<file path="config.mk">
export PLATFORM = sky130hd
export DESIGN_NAME = glitch_pulse_gen
export DESIGN_NICKNAME = d
export VERILOG_FILES = /design/src/rtl/glitch_pkg.sv /design/src/rtl/glitch_pulse_gen_sync.sv /design/src/rtl/glitch_pulse_gen.sv
export SDC_FILE = /design/constraint.sdc
export NUM_CORES = 1
export LEC_CHECK = 0
export ABC_AREA = 1
export CAP_MARGIN = 10
export CORE_ASPECT_RATIO = 0.9
export CORE_MARGIN = 4
export CORE_UTILIZATION = 35
export DETAILED_ROUTE_END_ITERATION = 16
export PLACE_DENSITY = 0.53
export SLEW_MARGIN = 20
export SYNTH_ARGS = -nofsm -noshare
export SYNTH_HDL_FRONTEND = slang
export SYNTH_HIERARCHICAL = 1
export SYNTH_SLANG_ARGS = --single-unit
</file>
<file path="constraint.sdc">
create_clock -name clk -period 2.4 [get_ports clk]
set_clock_uncertainty 0.1 [all_clocks]
set_input_delay 0.6 -clock clk [delete_from_list [all_inputs] [get_ports clk]]
set_output_delay 0.6 -clock clk [all_outputs]
set_load 0.05 [all_outputs]
</file>
<file path="src/rtl/glitch_pkg.sv">
// Shared types and default widths for the glitch pulse generator.
package glitch_pkg;

    localparam int DEF_CNT_W = 16;
    localparam int DEF_NUM_W = 8;

    typedef enum logic [2:0] {
        DISARMED,
        ARMED,
        PULSE,
        GAP,
        HOLDOFF
    } glitch_state_t;

endpackage

</file>
<file path="src/rtl/glitch_pulse_gen_sync.sv">
// Two-flop synchronizer followed by an edge register. Reusable for any
// asynchronous level input; provides the synchronized level and a
// one-cycle rise strobe.
module sync_edge_detect (
    input  logic clk,
    input  logic rst_n,
    input  logic async_in,
    output logic level,
    output logic rise
);

    logic s1;
    logic s2;
    logic s3;

    // synchronizer chain plus the previous-level register for edge detection
    always_ff @(posedge clk or negedge rst_n) begin
        if (!rst_n) begin
            s1 <= 1'b0;
            s2 <= 1'b0;
            s3 <= 1'b0;
        end else begin
            s1 <= async_in;
            s2 <= s1;
            s3 <= s2;
        end
    end

    assign level = s2;
    assign rise  = s2 & ~s3;

endmodule

</file>
<file path="src/rtl/glitch_pulse_gen.sv">
// Glitch burst generator: on a synchronized rising trigger while armed,
// emits `count` pulses of `width` cycles separated by `gap` cycles.
// Optional build macro GLITCH_STATS_EN adds a saturating fire_count output.
//
// state    | meaning
// ---------+------------------------------------------------------------
// DISARMED | idle, triggers ignored, waits for arm
// ARMED    | waiting for a trigger rise
// PULSE    | glitch_out high, width timer running
// GAP      | glitch_out low between pulses, gap timer running
// HOLDOFF  | burst complete, waiting for the trigger to return low
module glitch_pulse_gen
    import glitch_pkg::*;
#(
    parameter int CNT_W = DEF_CNT_W,
    parameter int NUM_W = DEF_NUM_W
) (
    input  logic             clk,
    input  logic             rst_n,
    input  logic             trig_in,
    input  logic [CNT_W-1:0] width,
    input  logic [CNT_W-1:0] gap,
    input  logic [NUM_W-1:0] count,
    input  logic             rearm,
    input  logic             set_cfg,
    input  logic             arm,
    input  logic             abort,
    output logic             glitch_out,
    output logic             armed,
    output logic             busy,
    output logic             done
`ifdef GLITCH_STATS_EN
    ,
    output logic [15:0]      fire_count
`endif
);

    localparam logic [CNT_W-1:0] ONE_W = {{(CNT_W-1){1'b0}}, 1'b1};
    localparam logic [NUM_W-1:0] ONE_N = {{(NUM_W-1){1'b0}}, 1'b1};

    glitch_state_t state;
    glitch_state_t nxt;

    logic [CNT_W-1:0] cfg_width;
    logic [CNT_W-1:0] cfg_gap;
    logic [NUM_W-1:0] cfg_count;
    logic             cfg_rearm;
    logic [CNT_W-1:0] eff_width;
    logic [CNT_W-1:0] eff_gap;
    logic [NUM_W-1:0] eff_count;

    logic [CNT_W-1:0] tmr;
    logic [CNT_W-1:0] tmr_nxt;
    logic [NUM_W-1:0] pcnt;
    logic [NUM_W-1:0] pcnt_nxt;

    logic trig_level;
    logic trig_rise;
    logic trig_evt;
    logic burst_end;

    sync_edge_detect u_sync (
        .clk      (clk),
        .rst_n    (rst_n),
        .async_in (trig_in),
        .level    (trig_level),
        .rise     (trig_rise)
    );

    // zero in any timing field is treated as one cycle / one pulse
    assign eff_width = (cfg_width == '0) ? ONE_W : cfg_width;
    assign eff_gap   = (cfg_gap   == '0) ? ONE_W : cfg_gap;
    assign eff_count = (cfg_count == '0) ? ONE_N : cfg_count;

    // configuration latch, frozen while a burst is in flight
    always_ff @(posedge clk or negedge rst_n) begin
        if (!rst_n) begin
            cfg_width <= '0;
            cfg_gap   <= '0;
            cfg_count <= '0;
            cfg_rearm <= 1'b0;
        end else if (set_cfg && (state == DISARMED || state == ARMED)) begin
            cfg_width <= width;
            cfg_gap   <= gap;
            cfg_count <= count;
            cfg_rearm <= rearm;
        end
    end

    // next-state, timer reloads and burst-completion detect; abort overrides all
    always_comb begin
        nxt       = state;
        tmr_nxt   = tmr;
        pcnt_nxt  = pcnt;
        burst_end = 1'b0;
        case (state)
            DISARMED: begin
                if (arm) nxt = ARMED;
            end
            ARMED: begin
                if (trig_evt) begin
                    nxt      = PULSE;
                    tmr_nxt  = eff_width;
                    pcnt_nxt = eff_count;
                end
            end
            PULSE: begin
                if (tmr == ONE_W) begin
                    if (pcnt == ONE_N) begin
                        nxt       = HOLDOFF;
                        burst_end = 1'b1;
                    end else begin
                        nxt      = GAP;
                        tmr_nxt  = eff_gap;
                        pcnt_nxt = pcnt - ONE_N;
                    end
                end else begin
                    tmr_nxt = tmr - ONE_W;
                end
            end
            GAP: begin
                if (tmr == ONE_W) begin
                    nxt     = PULSE;
                    tmr_nxt = eff_width;
                end else begin
                    tmr_nxt = tmr - ONE_W;
                end
            end
            HOLDOFF: begin
                if (!trig_level) nxt = cfg_rearm ? ARMED : DISARMED;
            end
            default: nxt = DISARMED;
        endcase
        if (abort) begin
            nxt       = DISARMED;
            burst_end = 1'b0;
        end
    end

    // state, timers and registered outputs; the trigger strobe is retimed one
    // cycle so glitch_out can be registered straight from the next state
    always_ff @(posedge clk or negedge rst_n) begin
        if (!rst_n) begin
            state      <= DISARMED;
            tmr        <= '0;
            pcnt       <= '0;
            trig_evt   <= 1'b0;
            glitch_out <= 1'b0;
            done       <= 1'b0;
        end else begin
            state      <= nxt;
            tmr        <= tmr_nxt;
            pcnt       <= pcnt_nxt;
            trig_evt   <= trig_rise;
            glitch_out <= (nxt == PULSE);
            done       <= burst_end;
        end
    end

    assign armed = (state == ARMED);
    assign busy  = (state == PULSE) || (state == GAP);

`ifdef GLITCH_STATS_EN
    // completed-burst counter, saturating, cleared only by reset
    always_ff @(posedge clk or negedge rst_n) begin
        if (!rst_n) begin
            fire_count <= '0;
        end else if (done && fire_count != 16'hFFFF) begin
            fire_count <= fire_count + 16'd1;
        end
    end
`endif

endmodule

</file>
==> reports/qor.csv, run 1 <==
stage;metric;value;unit
synthesis;yosys_register_bits;74;
worst_setup_path;critPathArrivalTime;1.49;ns
global_route;grt_pass1_wl;19.6;mm
floorplan;placementRows;38;
timing;period_share;91.4;%
floorplan;start_util;35.7;%
synthesis;mappedNetlistArea;4320;sq um
timing;final.setup.worst_slack;0.207;ns
cts;cts-hold-fix-buffers;0;
timing;grt_setup_unrepaired;no;
synthesis;avgSynthCellArea;7.54;sq um
timing;timing.final.max_slew_violations;0;
cts;worst_skew_pair.late_latency;0.34;ns
drt;routed-via-count;3837;
worst_setup_path;critical_path.cell_chain;inv_1 -> nand2_1 -> nor2_1 -> buf_12;
worst_setup_path;crit_slowest_cell;sky130_fd_sc_hd__dfrtp_1;
floorplan;die_height;113;um
drt;wl_per_cell;14.7;um
worst_setup_path;cp_data_required_time;1.70;ns
timing;timing.final.crit_period;2.19;ns
timing;relSlewSlack;65.1;%
synthesis;synth.distinct_cells;37;
cts;buffer_cell_driving_the_clock_tree_root;sky130_fd_sc_hd__clkbuf_16;
placed_design;buffer_ports.inserted;50;
status;run_status;finished clean;
power_and_ir_drop;internal-power;0.00268;W
timing;timing.setup.tns;0;ns
cts;total_cts_buffers;9;
drt;route.antenna.remaining_nets;0;
drt;drt-vias-per-instance;4.86;
global_route;initial_antenna_violation_count;0;
placed_design;detailedPlacementHpwl;8.72;mm
power_and_ir_drop;p_switching;0.00137;W
global_route;grt_pass1_vias;3900;
placed_design;gp_congestion;0.932;
power_and_ir_drop;power_switching_share;33.8;%
cts;clkTransAtPathRegs;0.05;ns
floorplan;design.core.area;12100;sq um
power_and_ir_drop;total_leakage_power;2.45;nW
timing;hold_slack;0.138;ns
drt;detail_route.drc_violations;0;
cells_and_area;finish.utilization;43.8;%
worst_setup_path;crit_path_max_fanout;4;
timing;setup_viol_count_final;0;
drt;detailedRoute.firstPassIterationCount;6;
global_route;grt_start_max_net_pins;64;
cts;cts_tree;yes;
synthesis;syn-num-nets;623;
global_route;globalRoute.totalOverflow;0;
cts;post_cts.repair.setup_buffers;0;
worst_setup_path;startpoint_type;register;
power_and_ir_drop;seqPwrFrac;42.4;%
placed_design;detailedPlace.worstSlack;0.388;ns
cells_and_area;layout-drive-gt1-share;12.2;%
run;cap_viol_max_count;0;
drt;drt-total-wl;11.6;mm
cts;max-clock-path-buffers;2;
floorplan;top_level_ports;51;
global_route;grtUsageTotal;17.3;%
synthesis;ys.warnings.count;6;
cells_and_area;nNetsFinal;676;
cts;tritoncts_num_sinks;74;
worst_hold_path;min-delay-path-class;in -> async;
power_and_ir_drop;irDropWorstVdd;0.341;mV
cts;postCtsResizedCells;0;
power_and_ir_drop;combPwrFrac;24.8;%
timing;final_hold_viol_count;0;
timing;worstMarginPinSlew;0.524;ns
power_and_ir_drop;p_total;0.00405;W
synthesis;synth_cells;572;
worst_setup_path;max_stage_delay;0.43;ns
cells_and_area;number_of_inserted_diodes;0;
power_and_ir_drop;p_clk_share;32.8;%
timing;max_freq;456;MHz
drt;detail_route.iter0.violations;292;
floorplan;die_w;125;um
worst_setup_path;endpoint_kind_of_the_worst_setup_timing_path;output port;
worst_setup_path;worstSetupPathType;reg -> out;
floorplan;die_area;14200;sq um
power_and_ir_drop;power_per_cell_area;764;nW/um^2
cts;ctsHtreeMaxLevel;3;
synthesis;ys_seq_area_share;42.9;%
cells_and_area;flow.area_growth_from_synthesis;22.6;%
## stage by stage
stage	cells	instance area, sq um
2_1_floorplan	572	4320
3_3_place_gp	774	5010
3_5_place_dp	774	5010
4_1_cts	789	5290
5_1_grt	789	5290
6_report	789	5290
## cell families after synthesis
group           synth area share (%)
flops                           42.9
compound gates                  9.02
xor+xnor                       0.812
buf+inv                         8.15
mux                             4.96
fa+ha+maj                       1.16
simple gates                    33.0
## per-layer routing
metal | track usage [%] | routed length (um)
met1 | 24.3 | 5860
met2 | 26.1 | 5030
met3 | 4.62 | 552
met4 | 5.13 | 153
met5 | 0 | 0
## layout by cell type (no fill, tap or decap), types with 2 or more instances in the layout
| master | instances |
|---|---|
| sky130_fd_sc_hd__a21oi_1 | 32 |
| sky130_fd_sc_hd__nor2_4 | 7 |
| sky130_fd_sc_hd__nor2_2 | 6 |
| sky130_fd_sc_hd__mux2_2 | 19 |
| sky130_fd_sc_hd__dfrtp_1 | 74 |
| sky130_fd_sc_hd__o21ai_2 | 4 |
| sky130_fd_sc_hd__nand2_1 | 137 |
| sky130_fd_sc_hd__buf_12 | 4 |
| sky130_fd_sc_hd__nor3_2 | 2 |
| sky130_fd_sc_hd__nand2_2 | 3 |
| sky130_fd_sc_hd__nand3_1 | 41 |
| sky130_fd_sc_hd__inv_1 | 59 |
| sky130_fd_sc_hd__o211ai_1 | 2 |
| sky130_fd_sc_hd__nand3_2 | 2 |
| sky130_fd_sc_hd__buf_4 | 6 |
| sky130_fd_sc_hd__nand4_1 | 4 |
| sky130_fd_sc_hd__nand3b_1 | 5 |
| sky130_fd_sc_hd__nor2_1 | 110 |
| sky130_fd_sc_hd__inv_2 | 4 |
| sky130_fd_sc_hd__ha_1 | 4 |
| sky130_fd_sc_hd__clkdlybuf4s50_1 | 47 |
| sky130_fd_sc_hd__o21ai_0 | 25 |
| sky130_fd_sc_hd__nor3_1 | 3 |
| sky130_fd_sc_hd__xor2_1 | 4 |
| sky130_fd_sc_hd__clkinv_2 | 2 |
| sky130_fd_sc_hd__clkbuf_16 | 9 |
## flip-flops by register name, indices dropped and copies added (netlist names), 3 cells and up
| name | cells |
|---|---|
| cfg_gap | 16 |
| cfg_width | 16 |
| tmr | 16 |
| cfg_count | 8 |
| pcnt | 8 |
| state | 3 |
## final timing paths
path / from / end / slack (ns) / cells past startpoint
max: state[2] / armed / 0.21 / 4
min: rst_n / glitch_out / 0.14 / 1
max reg2reg: tmr[1] / tmr[11] / 0.39 / 13
min reg2reg: u_sync/s1 / u_sync/level / 0.25 / 0
max in group asynchronous: rst_n / cfg_gap[7] / 1.48 / 2
min in group clk: u_sync/s1 / u_sync/level / 0.25 / 0
## power by group through the flow
stage                     logic (W)  registers (W)  clock network, W
after floorplan            0.000727        0.00165                 0
after global placement     0.000995        0.00173                 0
after detailed placement    0.00100        0.00173                 0
after CTS                   0.00101        0.00171           0.00136
after global routing        0.00117        0.00175           0.00140
final                       0.00100        0.00172           0.00133
## Yosys cell counts
cell	count	share of area, %
sky130_fd_sc_hd__inv_4	1	0.15
sky130_fd_sc_hd__nor2_8	1	0.46
sky130_fd_sc_hd__buf_2	5	0.58
sky130_fd_sc_hd__xor2_1	4	0.81
sky130_fd_sc_hd__a21oi_1	32	3.7
sky130_fd_sc_hd__o21ai_1	1	0.12
sky130_fd_sc_hd__ha_1	4	1.2
sky130_fd_sc_hd__nor2_4	7	1.8
sky130_fd_sc_hd__buf_1	1	0.087
sky130_fd_sc_hd__o21ai_0	25	2.9
sky130_fd_sc_hd__nand4_1	4	0.58
sky130_fd_sc_hd__o21ai_2	4	0.81
sky130_fd_sc_hd__nor2_2	6	0.87
sky130_fd_sc_hd__a21oi_4	1	0.38
sky130_fd_sc_hd__o21bai_1	1	0.17
sky130_fd_sc_hd__nor3_1	3	0.35
sky130_fd_sc_hd__nand2_4	1	0.26
sky130_fd_sc_hd__buf_4	2	0.35
sky130_fd_sc_hd__clkbuf_1	3	0.26
sky130_fd_sc_hd__mux2_2	19	5.0
sky130_fd_sc_hd__nor3_2	2	0.46
sky130_fd_sc_hd__nand4_2	1	0.29
sky130_fd_sc_hd__nand3_1	42	4.9
sky130_fd_sc_hd__a22oi_1	1	0.17
sky130_fd_sc_hd__nand3b_1	5	0.87
sky130_fd_sc_hd__nand3_2	1	0.23
sky130_fd_sc_hd__inv_1	59	5.1
sky130_fd_sc_hd__nand2_1	137	12
sky130_fd_sc_hd__dfrtp_1	74	43
sky130_fd_sc_hd__buf_6	3	0.78
sky130_fd_sc_hd__o211ai_1	2	0.35
sky130_fd_sc_hd__a22o_1	1	0.20
sky130_fd_sc_hd__nand2_2	3	0.43
sky130_fd_sc_hd__a21oi_2	1	0.20
sky130_fd_sc_hd__buf_12	1	0.46
sky130_fd_sc_hd__nor2_1	110	9.6
sky130_fd_sc_hd__inv_2	4	0.35
## worst max-delay path: cells and delay by family, from the launching register on
kind | cells | cell delay [ns]
DFF | 1 | 0.43
and+or+nand+nor | 2 | 0.40
buffers and inverters | 2 | 0.33
## final cells by class
class | count | area (sq um)
sequential | 74 | 1850
tap | 160 | 200
inverter | 64 | 243
clock buffer | 10 | 229
fill | 1263 | 6780
timing repair buffer | 57 | 596
clock inverter | 5 | 56.3
multi-input combinational | 419 | 2120
No activity file was read; power rests on OpenSTA's default activity.
==> run 2, diff against run 1 <==
--- a/config.mk
+++ b/config.mk
@@ -9,9 +9,9 @@
 export CAP_MARGIN = 10
 export CORE_ASPECT_RATIO = 0.9
 export CORE_MARGIN = 4
-export CORE_UTILIZATION = 35
+export CORE_UTILIZATION = 44
 export DETAILED_ROUTE_END_ITERATION = 16
-export PLACE_DENSITY = 0.53
+export PLACE_DENSITY = 0.64
 export SLEW_MARGIN = 20
 export SYNTH_ARGS = -nofsm -noshare
 export SYNTH_HDL_FRONTEND = slang
==> reports/qor.csv, run 2 (same netlist as run 1, synthesis figures left out) <==
stage;metric;value;unit;change
cts;tritoncts_num_sinks;74;;unchanged
cells_and_area;layout-drive-gt1-share;12.7;%;was 12.2%
worst_setup_path;critical_path.cell_chain;inv_1 -> nand2_1 -> nor2_1 -> buf_12;;unchanged
worst_setup_path;worstSetupPathType;reg -> out;;unchanged
power_and_ir_drop;seqPwrFrac;45.7;%;was 42.4%
power_and_ir_drop;combPwrFrac;26.7;%;was 24.8%
power_and_ir_drop;p_clk_share;27.7;%;was 32.8%
power_and_ir_drop;total_leakage_power;2.42;nW;was 2.45 nW
placed_design;detailedPlacementHpwl;8.26;mm;was 8.72 mm
drt;routed-via-count;3829;;was 3837
cells_and_area;reg.largest.list;cfg_gap x16, cfg_width x16, tmr x16;;unchanged
drt;drt-total-wl;10.8;mm;was 11.6 mm
drt;detail_route.drc_violations;0;;unchanged
timing;worstMarginPinSlew;0.499;ns;was 0.524 ns
cts;ctsHtreeMaxLevel;3;;unchanged
worst_setup_path;max_stage_delay;0.43;ns;about the same
global_route;grt_pass1_vias;3641;;was 3900
cts;postCtsResizedCells;0;;unchanged
cts;total_cts_buffers;9;;unchanged
cts;max-clock-path-buffers;2;;unchanged
floorplan;start_util;44.9;%;was 35.7%
floorplan;top_level_ports;51;;unchanged
timing;grt_setup_unrepaired;no;;unchanged
power_and_ir_drop;p_switching;0.00134;W;was 0.00137 W
power_and_ir_drop;power_per_cell_area;721;nW/um^2;was 764 nW/um^2
cells_and_area;mostFrequentLayoutCell;sky130_fd_sc_hd__nand2_1;;unchanged
worst_setup_path;crit_path_max_fanout;4;;unchanged
cts;buffer_cell_driving_the_clock_tree_root;sky130_fd_sc_hd__clkbuf_8;;was sky130_fd_sc_hd__clkbuf_16
timing;timing.final.max_slew_violations;0;;unchanged
power_and_ir_drop;power_switching_share;35.8;%;was 33.8%
drt;detailedRoute.firstPassIterationCount;5;;was 6
global_route;grt_start_max_net_pins;64;;unchanged
cts;cts-hold-fix-buffers;0;;unchanged
floorplan;die_w;112;um;was 125 um
timing;final_hold_viol_count;0;;unchanged
floorplan;placementRows;34;;was 38
worst_setup_path;critPathArrivalTime;1.52;ns;was 1.49 ns
drt;route.antenna.remaining_nets;0;;unchanged
power_and_ir_drop;p_total;0.00374;W;was 0.00405 W
global_route;globalRoute.totalOverflow;0;;unchanged
drt;detail_route.iter0.violations;305;;was 292
global_route;grt_pass1_wl;18.3;mm;was 19.6 mm
timing;setup_viol_count_final;0;;unchanged
timing;timing.final.crit_period;2.22;ns;was 2.19 ns
timing;period_share;92.4;%;was 91.4%
cts;worst_skew_pair.late_latency;0.35;ns;was 0.34 ns
cts;cts_tree;yes;;unchanged
timing;relSlewSlack;66.6;%;was 65.1%
placed_design;buffer_ports.inserted;50;;unchanged
cells_and_area;final_cell_mix;sky130_fd_sc_hd__nand2_1, sky130_fd_sc_hd__nor2_1, sky130_fd_sc_hd__dfrtp_1;;unchanged
cts;post_cts.repair.setup_buffers;0;;unchanged
timing;max_freq;451;MHz;was 456 MHz
global_route;grtUsageTotal;20.0;%;was 17.3%
drt;drt-vias-per-instance;5.06;;was 4.86
cells_and_area;flow.area_growth_from_synthesis;20.1;%;was 22.6%
status;run_status;finished clean;;unchanged
worst_hold_path;min-delay-path-class;in -> async;;unchanged
power_and_ir_drop;irDropWorstVdd;0.424;mV;was 0.341 mV
worst_setup_path;crit_slowest_cell;sky130_fd_sc_hd__dfrtp_1;;unchanged
cells_and_area;nNetsFinal;677;;was 676
worst_setup_path;startpoint_type;register;;unchanged
power_and_ir_drop;internal-power;0.00240;W;was 0.00268 W
placed_design;gp_congestion;0.915;;was 0.932
worst_setup_path;endpoint_kind_of_the_worst_setup_timing_path;output port;;unchanged
timing;final.setup.worst_slack;0.183;ns;was 0.207 ns
floorplan;design.core.area;9610;sq um;was 12100 sq um
cts;clkTransAtPathRegs;0.09;ns;was 0.05 ns
timing;timing.setup.tns;0;ns;unchanged
global_route;initial_antenna_violation_count;0;;unchanged
cells_and_area;number_of_inserted_diodes;0;;unchanged
placed_design;detailedPlace.worstSlack;0.404;ns;was 0.388 ns
floorplan;die_height;102;um;was 113 um
floorplan;die_area;11500;sq um;was 14200 sq um
worst_setup_path;cp_data_required_time;1.70;ns;about the same
run;cap_viol_max_count;0;;unchanged
drt;wl_per_cell;14.3;um;was 14.7 um
## run 2: changes by cell type in the layout (fill, tap and decap cells not counted), moves of 2 or more
cell | previous run | this run
sky130_fd_sc_hd__clkbuf_8 | 0 | 10
sky130_fd_sc_hd__clkbuf_16 | 9 | 0
sky130_fd_sc_hd__clkinv_2 | 2 | 0
sky130_fd_sc_hd__inv_6 | 0 | 2
## run 2: worst paths after layout
check / end / slack [ns] / depth (start not counted) / startpoint
hold reg to reg: u_sync/level / 0.26 / 0 / u_sync/s1
setup / recovery: armed / 0.18 / 4 / state[2]
min in group clk: u_sync/level / 0.26 / 0 / u_sync/s1
hold / removal: cfg_width[3] / 0.06 / 1 / rst_n
max in group asynchronous: cfg_gap[10] / 1.60 / 2 / rst_n
setup reg to reg: tmr[2] / 0.36 / 13 / tmr[1]
## run 2: layer usage
metal	GRT usage [%]	vias up	wire length [um]
met1	29.7	1788	5450
li1	-	1923	-
met5	0	-	0
met4	4.99	0	101
met3	3.79	7	639
met2	30.1	111	4660
## run 2: layout make-up
class                           instances  area, sq um
Clock buffer                           10          138
Fill cell                             979         4430
Tap cell                              126          158
Clock inverter                          6         71.3
Multi-Input combinational cell        419         2120
Inverter                               64          243
Timing Repair Buffer                   58          603
Sequential cell                        74         1850
## run 2: power by group through the flow
| stage | registers (W) | clock network (W) | logic [W] |
|---|---|---|---|
| CTS | 0.00170 | 0.00106 | 0.000998 |
| detailed placement | 0.00173 | 0 | 0.000994 |
| floorplan | 0.00165 | 0 | 0.000727 |
| global placement | 0.00172 | 0 | 0.000980 |
| global route | 0.00174 | 0.00111 | 0.00116 |
| finish | 0.00171 | 0.00103 | 0.000996 |
## run 2: metrics by stage
step	cells	instance area [sq um]	hold slack [ns]	util, %
floorplan	572	4320	0.204	-
global placement	741	4970	0.237	51.7
detailed placement	741	4970	0.238	51.7
CTS	757	5180	0.0692	53.9
global route	757	5180	0.0759	53.9
finish	757	5180	0.0641	53.9
## run 2: critical path: cells and delay by family (launching register included)
family	cells	cell delay [ns]
simple gates	2	0.41
buf+inv	2	0.33
flops	1	0.43
==> run 3, diff against run 2 <==
--- a/config.mk
+++ b/config.mk
@@ -6,7 +6,7 @@
 export NUM_CORES = 1
 export LEC_CHECK = 0
 export ABC_AREA = 1
-export CAP_MARGIN = 10
+export CAP_MARGIN = 20
 export CORE_ASPECT_RATIO = 0.9
 export CORE_MARGIN = 4
 export CORE_UTILIZATION = 44
==> results of run 3 <==
The final DEF is identical to that of run 2; final timing and power are the same.
